[src/rtl/histogram_stats_if.sv]
// Result/stream bundle between the histogram readout and the statistics reducer.
// The readout side is the master; histogram_stats is the slave.
interface histogram_stats_if #(
    parameter int spectrumWidth = 7,
    parameter int totalWidth    = 16
);
    logic                     readingOut;
    logic [spectrumWidth-1:0] histogramValue;
    logic                     busy;
    logic                     resultValid;
    logic [spectrumWidth-1:0] peakBin;
    logic [spectrumWidth-1:0] peakCount;
    logic [totalWidth-1:0]    totalCount;
    logic                     totalSaturated;
    logic [spectrumWidth-1:0] firstBin;
    logic [spectrumWidth-1:0] lastBin;
    logic                     emptySpectrum;
    logic                     binOverflow;

    modport master (
        output readingOut, histogramValue,
        input  busy, resultValid, peakBin, peakCount, totalCount, totalSaturated,
               firstBin, lastBin, emptySpectrum, binOverflow
    );

    modport slave (
        input  readingOut, histogramValue,
        output busy, resultValid, peakBin, peakCount, totalCount, totalSaturated,
               firstBin, lastBin, emptySpectrum, binOverflow
    );
endinterface

[src/rtl/histogram_stats.sv]
// Reduces one streamed histogram frame (one bin per clock) to peak, total and
// first/last non-zero bin, published with a one-cycle resultValid strobe.
module histogram_stats #(
    parameter int spectrumWidth = 7,
    parameter int totalWidth    = 16
) (
    input  logic             my_100MHz_clk,
    input  logic             reset,
    histogram_stats_if.slave hs
);
    localparam int SW = spectrumWidth;
    localparam int TW = totalWidth;
    localparam logic [SW-1:0] MAX_IDX = {SW{1'b1}};

    typedef enum logic [1:0] {IDLE = 2'd0, COLLECT = 2'd1, FINISH = 2'd2} state_t;

    // MSB of the result flags that the sum clipped at all-ones.
    function automatic logic [TW:0] sat_add(input logic [TW-1:0] a, input logic [SW-1:0] b);
        logic [TW:0] s;
        s = {1'b0, a} + (TW+1)'(b);
        if (s[TW]) return {1'b1, {TW{1'b1}}};
        return s;
    endfunction

    state_t        state_q;
    logic          busy_q, result_valid_q;
    logic [SW-1:0] idx_q, acc_peak_bin_q, acc_peak_cnt_q, acc_first_q, acc_last_q;
    logic [TW-1:0] acc_total_q;
    logic          acc_sat_q, acc_seen_q, acc_ovf_q;
    logic [SW-1:0] out_peak_bin_q, out_peak_cnt_q, out_first_q, out_last_q;
    logic [TW-1:0] out_total_q;
    logic          out_sat_q, out_empty_q, out_ovf_q;

    logic [SW-1:0] value_d, nidx_d;
    logic [TW:0]   sum_d;
    logic          nz_d, start_d, accum_d;

    always_comb begin
        value_d = hs.histogramValue;
        nz_d    = (value_d != '0);
        nidx_d  = idx_q + SW'(1);
        sum_d   = sat_add(acc_total_q, value_d);
        // A frame starts from IDLE, or straight out of FINISH for back-to-back frames.
        start_d = hs.readingOut && (state_q == IDLE || state_q == FINISH);
        accum_d = hs.readingOut && (state_q == COLLECT);
    end

    always_ff @(posedge my_100MHz_clk or posedge reset) begin
        if (reset) begin
            state_q        <= IDLE;
            busy_q         <= 1'b0;
            result_valid_q <= 1'b0;
            idx_q          <= '0;
            acc_peak_bin_q <= '0;
            acc_peak_cnt_q <= '0;
            acc_first_q    <= '0;
            acc_last_q     <= '0;
            acc_total_q    <= '0;
            acc_sat_q      <= 1'b0;
            acc_seen_q     <= 1'b0;
            acc_ovf_q      <= 1'b0;
            out_peak_bin_q <= '0;
            out_peak_cnt_q <= '0;
            out_first_q    <= '0;
            out_last_q     <= '0;
            out_total_q    <= '0;
            out_sat_q      <= 1'b0;
            out_empty_q    <= 1'b0;
            out_ovf_q      <= 1'b0;
        end else begin
            result_valid_q <= 1'b0;
            case (state_q)
                IDLE: begin
                    if (hs.readingOut) begin
                        state_q <= COLLECT;
                        busy_q  <= 1'b1;
                    end
                end
                COLLECT: begin
                    if (!hs.readingOut) state_q <= FINISH;
                end
                FINISH: begin
                    result_valid_q <= 1'b1;
                    out_total_q    <= acc_total_q;
                    out_sat_q      <= acc_sat_q;
                    out_ovf_q      <= acc_ovf_q;
                    out_empty_q    <= !acc_seen_q;
                    out_peak_bin_q <= acc_seen_q ? acc_peak_bin_q : '0;
                    out_peak_cnt_q <= acc_seen_q ? acc_peak_cnt_q : '0;
                    out_first_q    <= acc_seen_q ? acc_first_q    : '0;
                    out_last_q     <= acc_seen_q ? acc_last_q     : '0;
                    state_q        <= hs.readingOut ? COLLECT : IDLE;
                    busy_q         <= hs.readingOut;
                end
                default: begin
                    state_q <= IDLE;
                    busy_q  <= 1'b0;
                end
            endcase

            if (start_d) begin
                idx_q          <= '0;
                acc_peak_bin_q <= '0;
                acc_peak_cnt_q <= value_d;
                acc_total_q    <= TW'(value_d);
                acc_sat_q      <= 1'b0;
                acc_seen_q     <= nz_d;
                acc_first_q    <= '0;
                acc_last_q     <= '0;
                acc_ovf_q      <= 1'b0;
            end else if (accum_d) begin
                if (idx_q == MAX_IDX) begin
                    acc_ovf_q <= 1'b1;
                end else begin
                    idx_q       <= nidx_d;
                    acc_total_q <= sum_d[TW-1:0];
                    acc_sat_q   <= acc_sat_q | sum_d[TW];
                    if (value_d > acc_peak_cnt_q) begin
                        acc_peak_bin_q <= nidx_d;
                        acc_peak_cnt_q <= value_d;
                    end
                    if (nz_d) begin
                        if (!acc_seen_q) acc_first_q <= nidx_d;
                        acc_last_q <= nidx_d;
                        acc_seen_q <= 1'b1;
                    end
                end
            end
        end
    end

    assign hs.busy           = busy_q;
    assign hs.resultValid    = result_valid_q;
    assign hs.peakBin        = out_peak_bin_q;
    assign hs.peakCount      = out_peak_cnt_q;
    assign hs.totalCount     = out_total_q;
    assign hs.totalSaturated = out_sat_q;
    assign hs.firstBin       = out_first_q;
    assign hs.lastBin        = out_last_q;
    assign hs.emptySpectrum  = out_empty_q;
    assign hs.binOverflow    = out_ovf_q;
endmodule
[src/flat_wrapper.sv]
// flat-port wrapper written by rule: the top's interface ports become plain ports
module histogram_stats_flat 
#(
    parameter int spectrumWidth = 7,
    parameter int totalWidth    = 16
)
  (my_100MHz_clk, reset, hs_readingOut, hs_histogramValue, hs_busy, hs_resultValid, hs_peakBin, hs_peakCount, hs_totalCount, hs_totalSaturated, hs_firstBin, hs_lastBin, hs_emptySpectrum, hs_binOverflow);
  histogram_stats_if #(.spectrumWidth(spectrumWidth), .totalWidth(totalWidth)) hs_i ();
  input  logic my_100MHz_clk;
  input  logic reset;
  input wire logic [$bits(hs_i.readingOut)-1:0] hs_readingOut;
  input wire logic [$bits(hs_i.histogramValue)-1:0] hs_histogramValue;
  output wire logic [$bits(hs_i.busy)-1:0] hs_busy;
  output wire logic [$bits(hs_i.resultValid)-1:0] hs_resultValid;
  output wire logic [$bits(hs_i.peakBin)-1:0] hs_peakBin;
  output wire logic [$bits(hs_i.peakCount)-1:0] hs_peakCount;
  output wire logic [$bits(hs_i.totalCount)-1:0] hs_totalCount;
  output wire logic [$bits(hs_i.totalSaturated)-1:0] hs_totalSaturated;
  output wire logic [$bits(hs_i.firstBin)-1:0] hs_firstBin;
  output wire logic [$bits(hs_i.lastBin)-1:0] hs_lastBin;
  output wire logic [$bits(hs_i.emptySpectrum)-1:0] hs_emptySpectrum;
  output wire logic [$bits(hs_i.binOverflow)-1:0] hs_binOverflow;
  assign hs_i.readingOut = hs_readingOut;
  assign hs_i.histogramValue = hs_histogramValue;
  assign hs_busy = hs_i.busy;
  assign hs_resultValid = hs_i.resultValid;
  assign hs_peakBin = hs_i.peakBin;
  assign hs_peakCount = hs_i.peakCount;
  assign hs_totalCount = hs_i.totalCount;
  assign hs_totalSaturated = hs_i.totalSaturated;
  assign hs_firstBin = hs_i.firstBin;
  assign hs_lastBin = hs_i.lastBin;
  assign hs_emptySpectrum = hs_i.emptySpectrum;
  assign hs_binOverflow = hs_i.binOverflow;
  histogram_stats #(.spectrumWidth(spectrumWidth), .totalWidth(totalWidth)) u_core (.my_100MHz_clk(my_100MHz_clk), .reset(reset), .hs(hs_i));
endmodule
[config.mk]
export PLATFORM = sky130hd
export DESIGN_NAME = histogram_stats_flat
export DESIGN_NICKNAME = d
export VERILOG_FILES = /design/src/rtl/histogram_stats_if.sv /design/src/rtl/histogram_stats.sv /design/src/flat_wrapper.sv
export SDC_FILE = /design/constraint.sdc
export NUM_CORES = 1
export LEC_CHECK = 0
export BUFFER_PORTS_ARGS = -buffer_cell sky130_fd_sc_hd__buf_4
export CAP_MARGIN = 5
export CORE_MARGIN = 4
export CORE_UTILIZATION = 55
export DETAILED_ROUTE_END_ITERATION = 10
export PLACE_DENSITY = 0.84
export SYNTH_ARGS = -nofsm -noshare
export SYNTH_HDL_FRONTEND = slang
export SYNTH_SLANG_ARGS = --single-unit
[constraint.sdc]
create_clock -name my_100MHz_clk -period 3.7 [get_ports my_100MHz_clk]
set_input_delay 0.185 -clock my_100MHz_clk [delete_from_list [all_inputs] [get_ports my_100MHz_clk]]
set_output_delay 0.185 -clock my_100MHz_clk [all_outputs]
set_load 0.01 [all_outputs]
==> results.cfg, run 1 <==
[cts]
insertion_delay_ps = 380
clk_path_buf_depth = 2
root_buffer = clkbuf_8
cts_tree = done
cts.sinks = 105
cts-buffers-inserted = 9
cts.clk_slew.worst_paths_ps = 110
htreeDepth = 3
post-cts-setup-buffers = 0
ctsResizeCount = 0

[timing]
slew_headroom = 0.296
finClkSkew_ps = 13.4
rsz0062_at_grt = false
timing.fmax_ghz = 0.440
post-route-min-period_ps = 2270
finalHoldViolations = 0
drv_slew = 0
timing.setup.tns_ps = 0
tightestPinTransition_ps = 1050
finalCritPeriodShare = 0.614
setup_violations = 0

[routing]
dr.pass1.iters = 4
vias_per_cell = 5.66
drc = 0
vias = 3655
wirelength_um = 10400
drtIter0Drc = 118
ant_nets = 0
drt-wirelength-per-cell_um = 16.1

[placed_design]
dpl_cell_area_sq_um = 5460
portBuffers = 58
gp_congestion = 0.860
hpwl_um = 7260

[cells_and_area]
final_cell_area_sq_um = 5680
nets = 559
syn2layout_area_growth_pct = 14.0
n_antenna_cell = 0
drive_gt1_frac = 0.223

[worst_setup_path]
startpoint = u_core.acc_total_q[0]$_DFFE_PP0P_
arrival_ps = 2530
r2r_end = u_core.acc_total_q[9]$_DFFE_PP0P_
r2r-start = u_core.acc_total_q[0]$_DFFE_PP0P_
worstSetupStartpointType = flip-flop
cp_max_fo = 13
regToRegSetupSlack_ps = 1430
end_kind = flip-flop
required_ps = 3950
reg2reg_depth = 7
path_class = flip-flop to flip-flop

[synth]
syn_area_per_cell_sq_um = 10.3
netlist_top_cells_area = dfrtp_1 (53%), nand2_1 (6.6%), o21ai_0 (5.7%)
synth-seq-cells = 105
synth_edf_count = 0
syn_inst = 485
synth_flop_cell = dfrtp_1
yosysMostFrequentCell = dfrtp_1
yosysSeqAreaShare = 0.527
yosys_warnings = 0
async_reset_ff_frac = 1.00
synth_area_sq_um = 4980
yosys.area.top_type_share = 0.527
yosysTopAreaCell = dfrtp_1
synth_cell_types = 54
yosys-top-cells-count = dfrtp_1 (105), nand2_1 (87), o21ai_0 (57)
synth_fp_nets = 511

[global_routing]
grt_max_degree = 80
grt_pass1_wl_um = 17200
grt-ovfl-total = 0
groute.usage.overall = 0.206
antenna_found_initial = 0
grt_pass1_vias = 3522

[floorplanning]
die_area_sq_um = 10600
rows = 34
ios = 59
die_h_um = 103
die_x_um = 103
initial_core_util = 0.569
core_area_sq_um = 8760

[run]
max-cap-violations = 0

[power_and_ir_drop]
max-vdd-ir-drop_mv = 0.236
power.leakage_nw = 2.74
power_density_nw_per_um2 = 525

[outcome]
status = finished, final reports clean

[worst_hold_path]
hold_class = input pin to async pin
-- sequential cells by signal (all words and copies together), names as in the netlist --
| name | count |
|---|---|
| u_core.hs.binOverflow | 1 |
| u_core.state_q | 2 |
| u_core.hs.emptySpectrum | 1 |
| u_core.acc_ovf_q | 1 |
| u_core.hs.busy | 1 |
| u_core.hs.peakBin | 7 |
| u_core.acc_seen_q | 1 |
| u_core.acc_first_q | 7 |
| u_core.hs.peakCount | 7 |
| u_core.hs.totalCount | 16 |
| u_core.hs.firstBin | 7 |
| u_core.idx_q | 7 |
| u_core.hs.resultValid | 1 |
| u_core.acc_total_q | 16 |
| u_core.acc_last_q | 7 |
| u_core.hs.totalSaturated | 1 |
| u_core.hs.lastBin | 7 |
| u_core.acc_peak_cnt_q | 7 |
| u_core.acc_peak_bin_q | 7 |
| u_core.acc_sat_q | 1 |
-- final cells by class --
cell class                      instances  area (sq um)
Sequential cell                       105          2630
Clock buffer                            9           124
Tap cell                              108           135
Clock inverter                          7          86.3
Fill cell                             671          3090
Multi-Input combinational cell        340          2180
Timing Repair Buffer                   62           468
Inverter                               15          58.8
-- metrics by stage --
stage | hold WS, ps | instances | utilization | power [W] | setup slack (ps)
5_1_grt | 83.6 | 646 | 0.648 | 0.00314 | 1270
6_report | 12.4 | 646 | 0.648 | 0.00298 | 1430
3_3_place_gp | 371 | 629 | 0.623 | 0.00219 | 1550
4_1_cts | 56.7 | 646 | 0.648 | 0.00299 | 1450
2_1_floorplan | 250 | 485 | - | 0.00196 | 754
3_5_place_dp | 379 | 629 | 0.623 | 0.00224 | 1470
-- cells in the final DEF (no fill, tap or decap), types with 2 or more instances in the layout --
master	n
a211oi_1	3
a21o_1	4
a21oi_1	17
a21oi_2	2
a31oi_1	3
and2_1	3
and3_1	4
and4_1	4
buf_4	61
clkbuf_8	9
clkinv_4	2
dfrtp_1	105
ha_1	15
inv_1	14
inv_8	2
mux2_2	25
mux2i_1	13
nand2_1	86
nand3_1	16
nand4_1	5
nor2_1	18
nor2b_1	2
nor3_1	16
o211ai_1	2
o21ai_0	57
o22ai_1	2
or2_1	2
or2_2	4
or3_1	3
xnor2_1	4
xor2_1	7
-- critical path, cell delays in order (launching register included) --
cell	delay, ps
dfrtp_1	400
ha_1	230
fa_1	430
and3_1	190
o211ai_1	300
a21oi_2	220
a311oi_1	310
nor3_1	80
-- routing by layer --
layer,routed length [um],vias up,track usage,part of all wire
li1,-,1786,-,-
met1,4620,1752,0.292,0.44
met2,4980,104,0.328,0.48
met3,656,13,0.0315,0.063
met4,151,0,0.0687,0.015
met5,0,-,0,0
-- where the power goes --
group          leakage [nW]  switching, W  internal (W)
registers              1.39      0.000123       0.00131
logic                  1.25      0.000416      0.000368
clock network         0.104      0.000431      0.000327
-- worst max-delay path by stage --
stage / depth (start not counted) / end / slack [ps]
4_1_cts: 7 / u_core.acc_total_q[9]$_DFFE_PP0P_ / 1450
2_1_floorplan: 1 / u_core.acc_first_q[0]$_DFFE_PP0P_ / 750
3_5_place_dp: 7 / u_core.acc_total_q[9]$_DFFE_PP0P_ / 1470
5_1_grt: 7 / u_core.acc_total_q[15]$_DFFE_PP0P_ / 1270
6_report: 7 / u_core.acc_total_q[9]$_DFFE_PP0P_ / 1430
3_3_place_gp: 7 / u_core.acc_total_q[9]$_DFFE_PP0P_ / 1550
-- logic make-up after synthesis --
family	share of synthesized area
AND/OR/NAND/NOR	0.163
XOR/XNOR	0.0193
flip-flops	0.527
AO/OA/AOI/OAI	0.127
multiplexers	0.0849
buffers and inverters	0.0364
adder cells (fa/ha/maj)	0.0417
-- timing repair --
action / 4_1_cts / 5_1_grt
hold endpoints to repair: 1 / 0
setup endpoints to repair: 0 / 0
hold buffers: 1 / 0
No activity file was read; power rests on OpenSTA's default activity.
==> run 2: changes to the inputs <==
==> constraint.sdc (replaced) <==
create_clock -name my_100MHz_clk -period 2.15 [get_ports my_100MHz_clk]
set_input_delay 0.1075 -clock my_100MHz_clk [delete_from_list [all_inputs] [get_ports my_100MHz_clk]]
set_output_delay 0.1075 -clock my_100MHz_clk [all_outputs]
set_load 0.01 [all_outputs]
==> run 2 against run 1 <==
Effect of this change:
- critical path depth is 1 lower
- first-iteration DRC count is 110% higher
- routed wire length is 4.0% higher
- power is 76% higher
- cell count is 2.9% higher
- worst setup slack worse by 1400 ps
- largest cell class unchanged
==> results.cfg, run 2 (synthesis gave the netlist of run 1 again) <==
[run]
max-cap-violations = 0

[worst_setup_path]
end_kind = flip-flop
path_cells = ha_1 -> a21o_1 -> a221o_1 -> or2_4 -> a311oi_2 -> nor3_1
path_class = flip-flop to flip-flop
cp_slowest_cell = dfrtp_1
arrival_ps = 2380
cp_slowest_stage_delay_ps = 430
cp_max_fo = 4
worstSetupStartpointType = flip-flop
regToRegSetupSlack_ps = 40
required_ps = 2410

[routing]
drc = 0
dr.pass1.iters = 5
drtIter0Drc = 244
ant_nets = 0
wirelength_um = 10800
vias_per_cell = 5.82
drt-wirelength-per-cell_um = 16.3
vias = 3869

[cts]
root_buffer = clkbuf_8
cts_tree = done
cts.clk_slew.worst_paths_ps = 110
htreeDepth = 3
cts-buffers-inserted = 9
clk_path_buf_depth = 2
insertion_delay_ps = 390
cts.sinks = 105

[outcome]
status = finished, final reports clean

[global_routing]
grt_max_degree = 106
antenna_found_initial = 0
grt-ovfl-total = 0
grt_pass1_vias = 3877
groute.usage.overall = 0.218
grt_pass1_wl_um = 18300

[timing]
finClkSkew_ps = 18.3
slew_headroom = 0.595
finalCritPeriodShare = 0.983
tightestPinTransition_ps = 605
drv_slew = 0
post-route-min-period_ps = 2110
setup_violations = 0
rsz0062_at_grt = true
worst_slack_ps = 36.3
timing.fmax_ghz = 0.473
finalHoldViolations = 0

[placed_design]
hpwl_um = 7340
pre_cts_ws_ps = -45.5
portBuffers = 58
gp_congestion = 0.897
dpl_cell_area_sq_um = 5600

[floorplanning]
rows = 34
ios = 59
core_area_sq_um = 8760
die_x_um = 103
die_h_um = 103
die_area_sq_um = 10600
initial_core_util = 0.569

[cells_and_area]
final_common_cell = dfrtp_1
syn2layout_area_growth_pct = 19.4
nets = 578
drive_gt1_frac = 0.268
final_cell_area_sq_um = 5950
n_antenna_cell = 0
most-common-layout-cells = dfrtp_1 (105), nand2_1 (86), buf_4 (70)

[power_and_ir_drop]
max-vdd-ir-drop_mv = 0.418
power_density_nw_per_um2 = 879
power.leakage_nw = 2.85

[worst_hold_path]
hold_class = input pin to flip-flop
==> run 2: layout make-up <==
cell class	count	area, sq um
fill	640	2810
sequential	105	2630
multi-input combinational	341	2260
timing repair buffer	80	666
tap	108	135
clock buffer	9	124
clock inverter	7	78.8
inverter	15	60.1
==> run 2: path summary, 6_finish.rpt <==
kind                                                   startpoint                              endpoint  depth (start not counted)
worst max-delay path            u_core.acc_total_q[4]$_DFFE_PP0P_     u_core.acc_total_q[9]$_DFFE_PP0P_                          6
worst min-delay path                         hs_histogramValue[5]  u_core.acc_peak_cnt_q[5]$_DFFE_PP0P_                          2
worst max register to register  u_core.acc_total_q[4]$_DFFE_PP0P_     u_core.acc_total_q[9]$_DFFE_PP0P_                          6
worst min register to register   u_core.hs.peakBin[3]$_DFFE_PP0P_      u_core.hs.peakBin[3]$_DFFE_PP0P_                          2
max in group asynchronous                                   reset     u_core.acc_total_q[9]$_DFFE_PP0P_                          4
min in group asynchronous                                   reset    u_core.hs.peakCount[2]$_DFFE_PP0P_                          4
==> run 2: metrics by stage <==
step / total power, W / hold WS [ps] / instances / setup TNS (ps) / util
CTS: 0.00520 / 8.32 / 664 / 0 / 0.673
finish: 0.00523 / 23.6 / 665 / 0 / 0.679
floorplan: 0.00337 / 173 / 485 / 0 / -
detailed placement: 0.00392 / 307 / 641 / -195 / 0.639
global placement: 0.00383 / 297 / 641 / 0 / 0.639
global route: 0.00554 / 22.6 / 665 / -52.5 / 0.679
==> run 2: layer usage <==
metal	vias to the layer above	track usage	routed length, um
met4	0	0.0777	303
met5	-	0	0
met3	33	0.0490	662
li1	1823	-	-
met2	137	0.363	5220
met1	1876	0.284	4640
==> run 2: what timing repair did <==
action,in CTS,in global routing
pin swaps,2,3
gates resized for setup,6,12
setup buffers,1,0
gates cloned,0,1
setup endpoints to repair,15,21
endpoints found under the hold margin,112,0
hold buffers,6,0
==> run 2: where the power goes <==
part,switching [W],total (W),internal (W)
logic,0.000801,0.00153,0.000728
clock network,0.000780,0.00124,0.000464
registers,0.000195,0.00246,0.00226
total,0.00178,0.00523,0.00345
==> run 2: critical path: cells and delay by family, from the launching register on <==
kind / cells / cell delay (ps)
flops: 1 / 430
fa+ha+maj: 1 / 330
compound gates: 3 / 850
simple gates: 2 / 380
